## config.mk

```make
export PLATFORM = sky130hd
export DESIGN_NAME = sdram_line_fetch
export DESIGN_NICKNAME = d
export VERILOG_FILES = /design/src/rtl/sdram_local_pkg.sv /design/src/rtl/line_fetch_fifo.sv /design/src/rtl/sdram_line_fetch.sv
export SDC_FILE = /design/constraint.sdc
export NUM_CORES = 1
export LEC_CHECK = 0
export ABC_AREA = 1
export ABC_CLOCK_PERIOD_IN_PS = 5600
export CAP_MARGIN = 0
export CELL_PAD_IN_SITES_DETAIL_PLACEMENT = 0
export CELL_PAD_IN_SITES_GLOBAL_PLACEMENT = 2
export CORE_AREA = 10 10 341 343
export DETAILED_ROUTE_END_ITERATION = 8
export DIE_AREA = 0 0 351 353
export GPL_TIMING_DRIVEN = 1
export PLACE_DENSITY = 0.85
export REMOVE_ABC_BUFFERS = 1
export SLEW_MARGIN = 0
export SYNTH_ARGS = -nofsm -noshare
export SYNTH_HDL_FRONTEND = slang
export SYNTH_SLANG_ARGS = --single-unit
```

## constraint.sdc

```tcl
create_clock -name phy_clk -period 5.6 [get_ports phy_clk]
set_clock_uncertainty 0.1 [all_clocks]
set_input_delay 1.12 -clock phy_clk [delete_from_list [all_inputs] [get_ports phy_clk]]
set_output_delay 1.12 -clock phy_clk [all_outputs]
set_load 0.1 [all_outputs]
```

## src/rtl/sdram_local_pkg.sv

```systemverilog
// Shared local-interface widths and the fetch FSM state type for the layer-RAM read client.
package sdram_local_pkg;
    localparam int         LOCAL_ADDR_W = 26;
    localparam int         LOCAL_DATA_W = 32;
    localparam int         LOCAL_SIZE_W = 3;
    localparam logic [3:0] LOCAL_BE_ALL = 4'hF;

    typedef enum logic [1:0] {
        IDLE,
        ISSUE,
        DRAIN,
        FINISH
    } fetch_state_t;
endpackage

```

## src/rtl/line_fetch_fifo.sv

```systemverilog
// First-word-fall-through FIFO buffering returned read beats ahead of the pixel stream.
module line_fetch_fifo #(
    parameter int DEPTH = 32,
    parameter int WIDTH = 32
) (
    input  logic                     phy_clk,
    input  logic                     reset_phy_clk_n,
    input  logic                     push,
    input  logic [WIDTH-1:0]         din,
    input  logic                     pop,
    output logic [WIDTH-1:0]         dout,
    output logic                     empty,
    output logic [$clog2(DEPTH):0]   count
);
    localparam int AW = $clog2(DEPTH);
    localparam int CW = AW + 1;

    logic [WIDTH-1:0] r_mem [DEPTH];
    logic [AW-1:0]    r_wr_ptr;
    logic [AW-1:0]    r_rd_ptr;
    logic [CW-1:0]    r_count;
    logic             w_full;
    logic             w_do_push;
    logic             w_do_pop;

    assign empty = (r_count == '0);
    assign w_full = (r_count == CW'(DEPTH));
    assign w_do_pop = pop && !empty;
    // A push into a full FIFO is still safe when a pop frees the slot in the same cycle.
    assign w_do_push = push && (!w_full || w_do_pop);
    assign dout = r_mem[r_rd_ptr];
    assign count = r_count;

    always_ff @(posedge phy_clk) begin
        if (w_do_push) begin
            r_mem[r_wr_ptr] <= din;
        end
    end

    always_ff @(posedge phy_clk) begin
        if (!reset_phy_clk_n) begin
            r_wr_ptr <= '0;
            r_rd_ptr <= '0;
            r_count  <= '0;
        end else begin
            if (w_do_push) begin
                r_wr_ptr <= r_wr_ptr + AW'(1);
            end
            if (w_do_pop) begin
                r_rd_ptr <= r_rd_ptr + AW'(1);
            end
            case ({w_do_push, w_do_pop})
                2'b10:   r_count <= r_count + CW'(1);
                2'b01:   r_count <= r_count - CW'(1);
                default: r_count <= r_count;
            endcase
        end
    end
endmodule

```

## src/rtl/sdram_line_fetch.sv

```systemverilog
// Credit-based line fetcher on the DDR2 local interface feeding a valid/ready pixel stream.
// Optional stall counter enabled by defining SDRAM_LINE_FETCH_PERF_EN.
module sdram_line_fetch
    import sdram_local_pkg::*;
#(
    parameter int ADDR_W     = LOCAL_ADDR_W,
    parameter int DATA_W     = LOCAL_DATA_W,
    parameter int BURST_LEN  = 4,
    parameter int FIFO_DEPTH = 32,
    parameter int LEN_W      = 12
) (
    input  logic                    phy_clk,
    input  logic                    reset_phy_clk_n,
    input  logic                    start,
    input  logic [ADDR_W-1:0]       base_addr,
    input  logic [LEN_W-1:0]        line_words,
    output logic                    busy,
    output logic                    done,
    input  logic                    local_init_done,
    input  logic                    local_ready,
    output logic                    local_read_req,
    output logic                    local_burstbegin,
    output logic [LOCAL_SIZE_W-1:0] local_size,
    output logic [ADDR_W-1:0]       local_address,
    output logic [3:0]              local_be,
    input  logic [DATA_W-1:0]       local_rdata,
    input  logic                    local_rdata_valid,
    output logic [DATA_W-1:0]       pix_data,
    output logic                    pix_valid,
    input  logic                    pix_ready,
    output logic [15:0]             stall_cycles
);
    localparam int             CW      = $clog2(FIFO_DEPTH) + 1;
    localparam logic [CW-1:0]  DEPTH_C = CW'(FIFO_DEPTH);
    localparam logic [LEN_W-1:0] BURST_C = LEN_W'(BURST_LEN);

    fetch_state_t r_state;
    fetch_state_t w_state_next;

    logic [ADDR_W-1:0]       r_addr;
    logic [LEN_W-1:0]        r_rem_req;
    logic [LEN_W-1:0]        r_rem_out;
    logic [CW-1:0]           r_outstanding;
    logic                    r_hold;

    logic [CW-1:0]           w_fifo_count;
    logic                    w_fifo_empty;
    logic [DATA_W-1:0]       w_fifo_dout;
    logic [LOCAL_SIZE_W-1:0] w_nsize;
    logic [CW-1:0]           w_credit;
    logic                    w_can_issue;
    logic                    w_req;
    logic                    w_accept;
    logic                    w_beat;
    logic                    w_pop;
    logic                    w_start_ok;

    assign w_nsize = (r_rem_req >= BURST_C) ? LOCAL_SIZE_W'(BURST_LEN)
                                            : r_rem_req[LOCAL_SIZE_W-1:0];
    // Every word already buffered or still in flight owns a FIFO slot.
    assign w_credit    = DEPTH_C - w_fifo_count - r_outstanding;
    assign w_can_issue = (r_state == ISSUE) && (r_rem_req != '0) && local_init_done
                         && (w_credit >= CW'(w_nsize));
    assign w_req       = r_hold || w_can_issue;
    assign w_accept    = w_req && local_ready;
    assign w_beat      = local_rdata_valid && (r_outstanding != '0);
    assign w_pop       = pix_valid && pix_ready;
    assign w_start_ok  = (r_state == IDLE) && start;

    assign local_read_req   = w_req;
    assign local_burstbegin = w_req && !r_hold;
    assign local_size       = w_nsize;
    assign local_address    = r_addr;
    assign local_be         = LOCAL_BE_ALL;
    assign pix_valid        = !w_fifo_empty;
    assign pix_data         = w_fifo_empty ? '0 : w_fifo_dout;

    line_fetch_fifo #(
        .DEPTH (FIFO_DEPTH),
        .WIDTH (DATA_W)
    ) u_fifo (
        .phy_clk         (phy_clk),
        .reset_phy_clk_n (reset_phy_clk_n),
        .push            (w_beat),
        .din             (local_rdata),
        .pop             (w_pop),
        .dout            (w_fifo_dout),
        .empty           (w_fifo_empty),
        .count           (w_fifo_count)
    );

    always_comb begin
        w_state_next = r_state;
        busy         = 1'b0;
        done         = 1'b0;
        unique case (r_state)
            IDLE: begin
                if (start) begin
                    w_state_next = (line_words == '0) ? FINISH : ISSUE;
                end
            end
            ISSUE: begin
                busy = 1'b1;
                if (r_rem_req == '0) begin
                    w_state_next = DRAIN;
                end
            end
            DRAIN: begin
                busy = 1'b1;
                // Leave on the edge of the final pop so done follows it directly.
                if ((r_rem_out == '0) || ((r_rem_out == LEN_W'(1)) && w_pop)) begin
                    w_state_next = FINISH;
                end
            end
            FINISH: begin
                done         = 1'b1;
                w_state_next = IDLE;
            end
            default: w_state_next = IDLE;
        endcase
    end

    always_ff @(posedge phy_clk) begin
        if (!reset_phy_clk_n) begin
            r_state       <= IDLE;
            r_addr        <= '0;
            r_rem_req     <= '0;
            r_rem_out     <= '0;
            r_outstanding <= '0;
            r_hold        <= 1'b0;
        end else begin
            r_state <= w_state_next;
            r_hold  <= w_req && !local_ready;
            r_outstanding <= r_outstanding + (w_accept ? CW'(w_nsize) : CW'(0))
                                           - (w_beat ? CW'(1) : CW'(0));
            if (w_start_ok) begin
                r_addr    <= base_addr;
                r_rem_req <= line_words;
                r_rem_out <= line_words;
            end else begin
                if (w_accept) begin
                    r_addr    <= r_addr + ADDR_W'(w_nsize);
                    r_rem_req <= r_rem_req - LEN_W'(w_nsize);
                end
                if (w_pop && (r_rem_out != '0)) begin
                    r_rem_out <= r_rem_out - LEN_W'(1);
                end
            end
        end
    end

`ifdef SDRAM_LINE_FETCH_PERF_EN
    logic [15:0] r_stall_cycles;

    always_ff @(posedge phy_clk) begin
        if (!reset_phy_clk_n) begin
            r_stall_cycles <= '0;
        end else if (w_start_ok) begin
            r_stall_cycles <= '0;
        end else if (busy && !pix_valid && pix_ready && (r_stall_cycles != 16'hFFFF)) begin
            r_stall_cycles <= r_stall_cycles + 16'd1;
        end
    end

    assign stall_cycles = r_stall_cycles;
`else
    assign stall_cycles = 16'h0;
`endif
endmodule
```

; Word-level counts from Yosys, hierarchy flattened
; Memory sizes are Yosys's and may differ from the RTL's. A register that Yosys moved wholly into a read port is not among the register bits.
; Index checks and enable logic that the tools add are counted.
; W data, S select, Z words.
[classes]
add_sub_neg = 11
n_lt_le_gt_ge = 2
n_eq_ne = 10
muxes = 22
n_reduce_logical = 33
[ops]
columns = op, n
row1 = $mux W26, 2
row2 = $mux W12, 4
row3 = $logic_not A12 Y1, 3
row4 = $mux W32, 1
row5 = $add A26 B3 Y26, 1
row6 = $reduce_bool A12 Y1, 2
row7 = $logic_and A1 B1 Y1, 13
row8 = $eq A12 B1 Y1 const B, 1
row9 = $ge A12 B3 Y1 const B, 1
row10 = $pmux W6 S2, 1
row11 = $sub A12 B1 Y12 const B, 1
row12 = $sub A12 B3 Y12, 1
row13 = $add A5 B1 Y5 const B, 2
row14 = $mux W5, 2
row15 = $mux W2, 4
row16 = $pmux W2 S4, 1
row17 = $add A6 B1 Y6 const B, 1
row18 = $add A6 B3 Y6, 1
row19 = $eq A2 B2 Y1 const B, 3
row20 = $eq A6 B6 Y1 const B, 1
row21 = $ge A6 B3 Y1, 1
row22 = $logic_not A6 Y1, 1
row23 = $mux W3, 2
row24 = $reduce_bool A2 Y1, 3
row25 = other kinds (14), 25
[word_totals]
ff_bits = 75
ram_bits = 1024
in_bits = 77
output_inout_bits = 86
wordCells = 88
mem_count = 1
[mem_list]
columns = memory, words, width, rd, rd_ports_with_merged_regs, wr, line
row1 = u_fifo.r_mem, 32, 32, 1, 1, 1, line_fetch_fifo.sv:18  ; logic [WIDTH-1:0] r_mem [DEPTH];

; Depth between registers and ports, before layout
[logic_depth]
ltp_word = 9
ltp_mapped = 31
depth_no_buf = 30

; Cells and area by module
; From an unflattened synthesis, not the netlist that was laid out.
[hier_totals]
hier_cells = 4477
area_unflattened_um2 = 48108.6
[modules_own_cells]
columns = mod, n_inst, cells_each, area_per_inst_um2, seq_area_each_um2
row1 = line_fetch_fifo, 1, 3640, 42943.7, 31169.9
row2 = sdram_line_fetch, 1, 837, 5165.0, 1181.1

; Worst setup path after synthesis
; No wires, ideal clock.
[synth_timing]
path_kind = register to output
from = register r_rem_req[4]
to = output local_burstbegin
t_arrival_ns = 4.704
required_time_ns = 4.380
path_slack_ns = -0.324
stages_incl_launch_ff = 14
n_path_buf = 0
path_cell_list = dfxtp_1 nor2_2 nand2_1 nor2_2 nand2_2 nor2_1 inv_1 ha_1 nand2_1 nand2_1 nand2_1 nand2_1 nand2_2 nor2_1
[synth_via]
elab_chain_cells = 6
word_cells_on_any_way = 9
cone_classes = order compare (2) / mux (1) / reduce/logical (6)
[synth_lines]
columns = element, line
row1 = from (decl), sdram_line_fetch.sv:41  ; logic [LEN_W-1:0] r_rem_req;
row2 = from (signal assigned), sdram_line_fetch.sv:138  ; r_rem_req <= line_words;
row3 = from (signal assigned), sdram_line_fetch.sv:143  ; r_rem_req <= r_rem_req - LEN_W'(w_nsize);
row4 = $ge A12 B3 Y1, sdram_line_fetch.sv:58  ; assign w_nsize = (r_rem_req >= BURST_C) ? LOCAL_SIZE_W'(BURST_LEN)
row5 = $mux W3, sdram_line_fetch.sv:58
row6 = net local_size[2], sdram_line_fetch.sv:23  ; output logic [LOCAL_SIZE_W-1:0] local_size,
row7 = $ge A6 B3 Y1, sdram_line_fetch.sv:63  ; && (w_credit >= CW'(w_nsize));
row8 = $logic_and A1 B1 Y1, sdram_line_fetch.sv:63
row9 = $logic_or A1 B1 Y1, sdram_line_fetch.sv:64  ; assign w_req = r_hold || w_can_issue;
row10 = $logic_and A1 B1 Y1, sdram_line_fetch.sv:71  ; assign local_burstbegin = w_req && !r_hold;
row11 = to (decl), sdram_line_fetch.sv:22  ; output logic local_burstbegin,
; The timed path passes the listed nets, and every way through them passes these cells.

==> results.sh <==
export IMPL_status="completed"
export IMPL_design_die_area_sq_um=123900
export IMPL_synth_compound_area_share_pct=12.85
export IMPL_leakage_nw=17.44
export IMPL_switchingPower_mw=10.00
export IMPL_grt_max_degree=138
export IMPL_antenna_cells=0
export IMPL_p_sw_share_pct=38.06
export IMPL_worstPathRequired_ns=4.38
export IMPL_synth_seq_cells=1104
export IMPL_min_path_type="flip-flop to flip-flop"
export IMPL_highest_layer="met5"
export IMPL_synth_edf_count=1024
export IMPL_drt_first_pass_iters=5
export IMPL_die_w_microns=351
export IMPL_period_needed_ns=4.877
export IMPL_powerDensity_nw_per_um2=497.4
export IMPL_grt_pass1_vias=29754
export IMPL_drive_gt1_share_pct=9.295
export IMPL_relSlewSlack_pct=15.94
export IMPL_cts_root_buf="clkbuf_16"
export IMPL_synth_area_sq_um=45570
export IMPL_initial_core_util_pct=41.52
export IMPL_crit_top_cell="nand3_1"
export IMPL_ios=163
export IMPL_crit_buf_inv=3
export IMPL_wl_met1_microns=54990
export IMPL_synth_xor_area_share_pct=0.3652
export IMPL_synth_top_family_by_area="compound AO/OA/AOI/OAI gates"
export IMPL_grt_pass1_wl_microns=192400
export IMPL_fmax_ghz=0.2051
export IMPL_num_fill_cells=9687
export IMPL_clock_sinks=1104
export IMPL_core_sq_um=109800
export IMPL_hold_buffers=0
export IMPL_ys_warn_count=0
export IMPL_htree_levels=3
export IMPL_hold_viol=0
export IMPL_cts_buffers=113
export IMPL_slew_viol_final=0
export IMPL_gr_total_overflow=0
export IMPL_yosys_cell_types_count=43
export IMPL_synth_cells=3768
export IMPL_peakVddDrop_mv=0.3135
export IMPL_cts_buffer_depth=3
export IMPL_wl_met3_microns=9179
export IMPL_dr_wl_met2_microns=60520
export IMPL_multi_input_area_sq_um=11860
export IMPL_layout_setup_ws_ns=0.7232
export IMPL_ys_flop_type="edfxtp_1"
export IMPL_crit_path_cell_trace="inv_8 > buf_12 > o21ai_0 > o221ai_1 > nand3_1 > nand3_1 > nand2_1 > a31oi_1 > buf_4"
export IMPL_clk_transition_reported_paths_ns=0.06
export IMPL_setup_violations_final=0
export IMPL_syn2layout_area_growth_pct=15.97
export IMPL_synth_adder_area_share_pct=1.247
export IMPL_end_kind="output port"
export IMPL_cap_viol_max_count=0
export IMPL_seq_area_frac_synth_pct=71.00
export IMPL_syn_mean_instance_area_sq_um=12.09
export IMPL_drt_wl_total_microns=128100
export IMPL_grt_use_total_pct=20.17
export IMPL_seqPwrFrac_pct=36.7
export IMPL_crit_family="buffers and inverters"
export IMPL_antenna_found_initial=3
export IMPL_yosysTopAreaCell="edfxtp_1"
export IMPL_first_iter_violations=3094
export IMPL_synth_simple_gate_area_share_pct=10.87
export IMPL_port_buffers=142
export IMPL_cp_slowest_cell="inv_8"
export IMPL_clkLatencyLatePin_ns=0.71
export IMPL_die_h_microns=353
export IMPL_synthTopCellsByArea="edfxtp_1 (67%), o21ai_0 (6.3%), nor2_1 (5.8%), dfxtp_1 (3.5%), o221ai_1 (3.1%)"
export IMPL_clkPwrFrac_pct=30.1
export IMPL_drt_wirelength_per_cell_microns=23.73
export IMPL_ant_nets=0
export IMPL_cts_resized=0
export IMPL_crit_fanout=132
export IMPL_synthMuxAreaShare_pct=0.02197
export IMPL_tightest_slew_ns=1.257
export IMPL_cts_tree="done"
export IMPL_slowest_delay_ns=0.60
export IMPL_finalNetCount=3993
export IMPL_rows=122
export IMPL_p_comb_share_pct=33.2
export IMPL_post_place_ws_ns=1.493
export IMPL_critPathArrivalTime_ns=3.66
export IMPL_synth_top_area_share_pct=67.48
export IMPL_period_share_pct=87.09
export IMPL_finalPower_mw=26.28
export IMPL_rsz0062_at_grt="false"
export IMPL_ff_latch_area_sq_um=32360
export IMPL_p_int_mw=16.28
export IMPL_vias=30747
export IMPL_utilization_pct=48.15
export IMPL_vias_per_cell=5.698
export IMPL_post_route_drc_count=0
export IMPL_dpl_hpwl_microns=71690
export IMPL_critPathLaunchType="flip-flop"
export IMPL_postCtsSetupBuffers=0
export IMPL_synth_async_reset_ratio_pct=0
export IMPL_crit_type="flip-flop to output port"
export IMPL_gp_congestion=0.8156
-- worst reg2reg max path, stage by stage, from the launching register on --
cell      delay [ns]
dfxtp_1         0.37
inv_2           0.08
ha_1            0.18
ha_1            0.23
fa_1            0.49
ha_1            0.20
nor2_1          0.10
nand2_1         0.06
nor2_1          0.11
nand2_1         0.08
nand2_2         0.09
nand2_4         0.08
nand2_8         0.23
inv_1           0.12
nand2_1         0.08
ha_1            0.22
inv_1           0.06
ha_1            0.16
inv_1           0.06
fa_1            0.46
nor2_1          0.13
a211oi_1        0.07
o21ai_0         0.15
a21oi_1         0.06
-- power by group through the flow --
stage                     Sequential, mW  Clock [mW]  Combinational, mW
after CTS                           9.63        8.03               8.80
after global placement              9.80           0               8.79
final                               9.63        7.92               8.73
after global routing                9.68        8.36               9.58
after floorplan                     10.3           0               5.79
after detailed placement            9.81           0               8.76
-- cell families (layout without fill, tap and decap cells) --
family / Yosys count / after routing
compound gates: 998 / 998
fa+ha+maj: 43 / 43
flops: 1104 / 1104
mux: 1 / 1
buf+inv: 383 / 566
other cells: 2 / 21
xor+xnor: 19 / 19
simple gates: 1218 / 1218
-- worst paths after layout --
kind | slack [ns] | end | startpoint | depth (start not counted)
setup / recovery | 0.72 | pix_data[8] | flip-flop | 9
hold reg to reg | 0.40 | u_fifo.count[0]$_SDFFE_PN0P_ | u_fifo.count[0]$_SDFFE_PN0P_ | 1
setup reg to reg | 1.50 | r_outstanding[4]$_SDFF_PN0_ | u_fifo.count[0]$_SDFFE_PN0P_ | 23
hold / removal | 0.40 | u_fifo.count[0]$_SDFFE_PN0P_ | u_fifo.count[0]$_SDFFE_PN0P_ | 1
-- Yosys cell counts, types with 2 or more instances --
cell type and count:
nand2_1 270, nand2_2 4, nand4_1 15, fa_1 4, xor2_1 11, nand3b_1 4, buf_1 12, nor3_1 19
o21ai_1 13, o211ai_1 22, edfxtp_1 1024, nand3_1 179, xnor2_1 8, o22ai_1 96, o21ai_0 578, nor2_2 5
nor4_1 7, inv_2 6, or2_2 2, dfxtp_1 80, buf_2 45, buf_4 30, conb_1 2, inv_1 110
clkbuf_1 172, a21oi_1 76, o21ai_2 2, a31oi_1 45, nor2_1 709, buf_6 7, o221ai_1 160, ha_1 39
nand2_4 2
-- layout make-up --
| type | count | share of cell area (%) |
|---|---|---|
| flip-flops and latches | 1104 | 61.25 |
| multi-input cells | 2300 | 22.45 |
| clock buffers | 137 | 5.654 |
| repair buffers | 237 | 4.589 |
| well taps | 1426 | 3.377 |
| clock inverters | 75 | 1.818 |
| inverters | 117 | 0.8643 |
-- layer usage --
| metal | up-vias | GRT usage [%] |
|---|---|---|
| met2 | 1118 | 32.68 |
| li1 | 14096 | - |
| met5 | - | 0 |
| met1 | 15312 | 27.77 |
| met4 | 6 | 5.463 |
| met3 | 215 | 3.557 |
-- flip-flops by register name, indices dropped and copies added (netlist names), named ones only --
signal           flops
r_hold               1
r_outstanding        6
u_fifo.r_rd_ptr      5
r_rem_out           12
r_rem_req           12
local_address       26
u_fifo.r_wr_ptr      5
u_fifo.r_mem      1024
r_state              2
u_fifo.count         6
-- layout by cell type (no fill, tap or decap), drive strengths merged --
cell type      count
nor3              19
buf              129
a21o               1
o221ai           160
nand3b             4
dfxtp             80
bufinv            19
o22ai             96
mux2i              1
inv              118
nand2            277
clkbuf           137
nor4               7
nand3            179
edfxtp          1024
nand4             15
o2111ai            1
clkinvlp          13
a31oi             45
fa                 4
xor2              11
xnor2              8
ha                39
clkdlybuf4s50    108
a21oi             77
conb              21
o21ai            593
a211oi             1
or2                2
a41oi              1
o211ai            22
and3               1
nor2             714
clkinv            42
a21boi             1
-- stage by stage --
step | instances | hold WS, ns | area (sq um) | TNS (ns)
4_1_cts | 5396 | 0.4040 | 52840 | 0
3_3_place_gp | 5184 | 0.3721 | 48890 | 0
2_1_floorplan | 3521 | 0.3544 | 44420 | -470.62
3_5_place_dp | 5184 | 0.3920 | 48890 | 0
5_1_grt | 5396 | 0.4197 | 52840 | 0
6_report | 5396 | 0.3985 | 52840 | 0
Power figures use the tool's default switching activity.
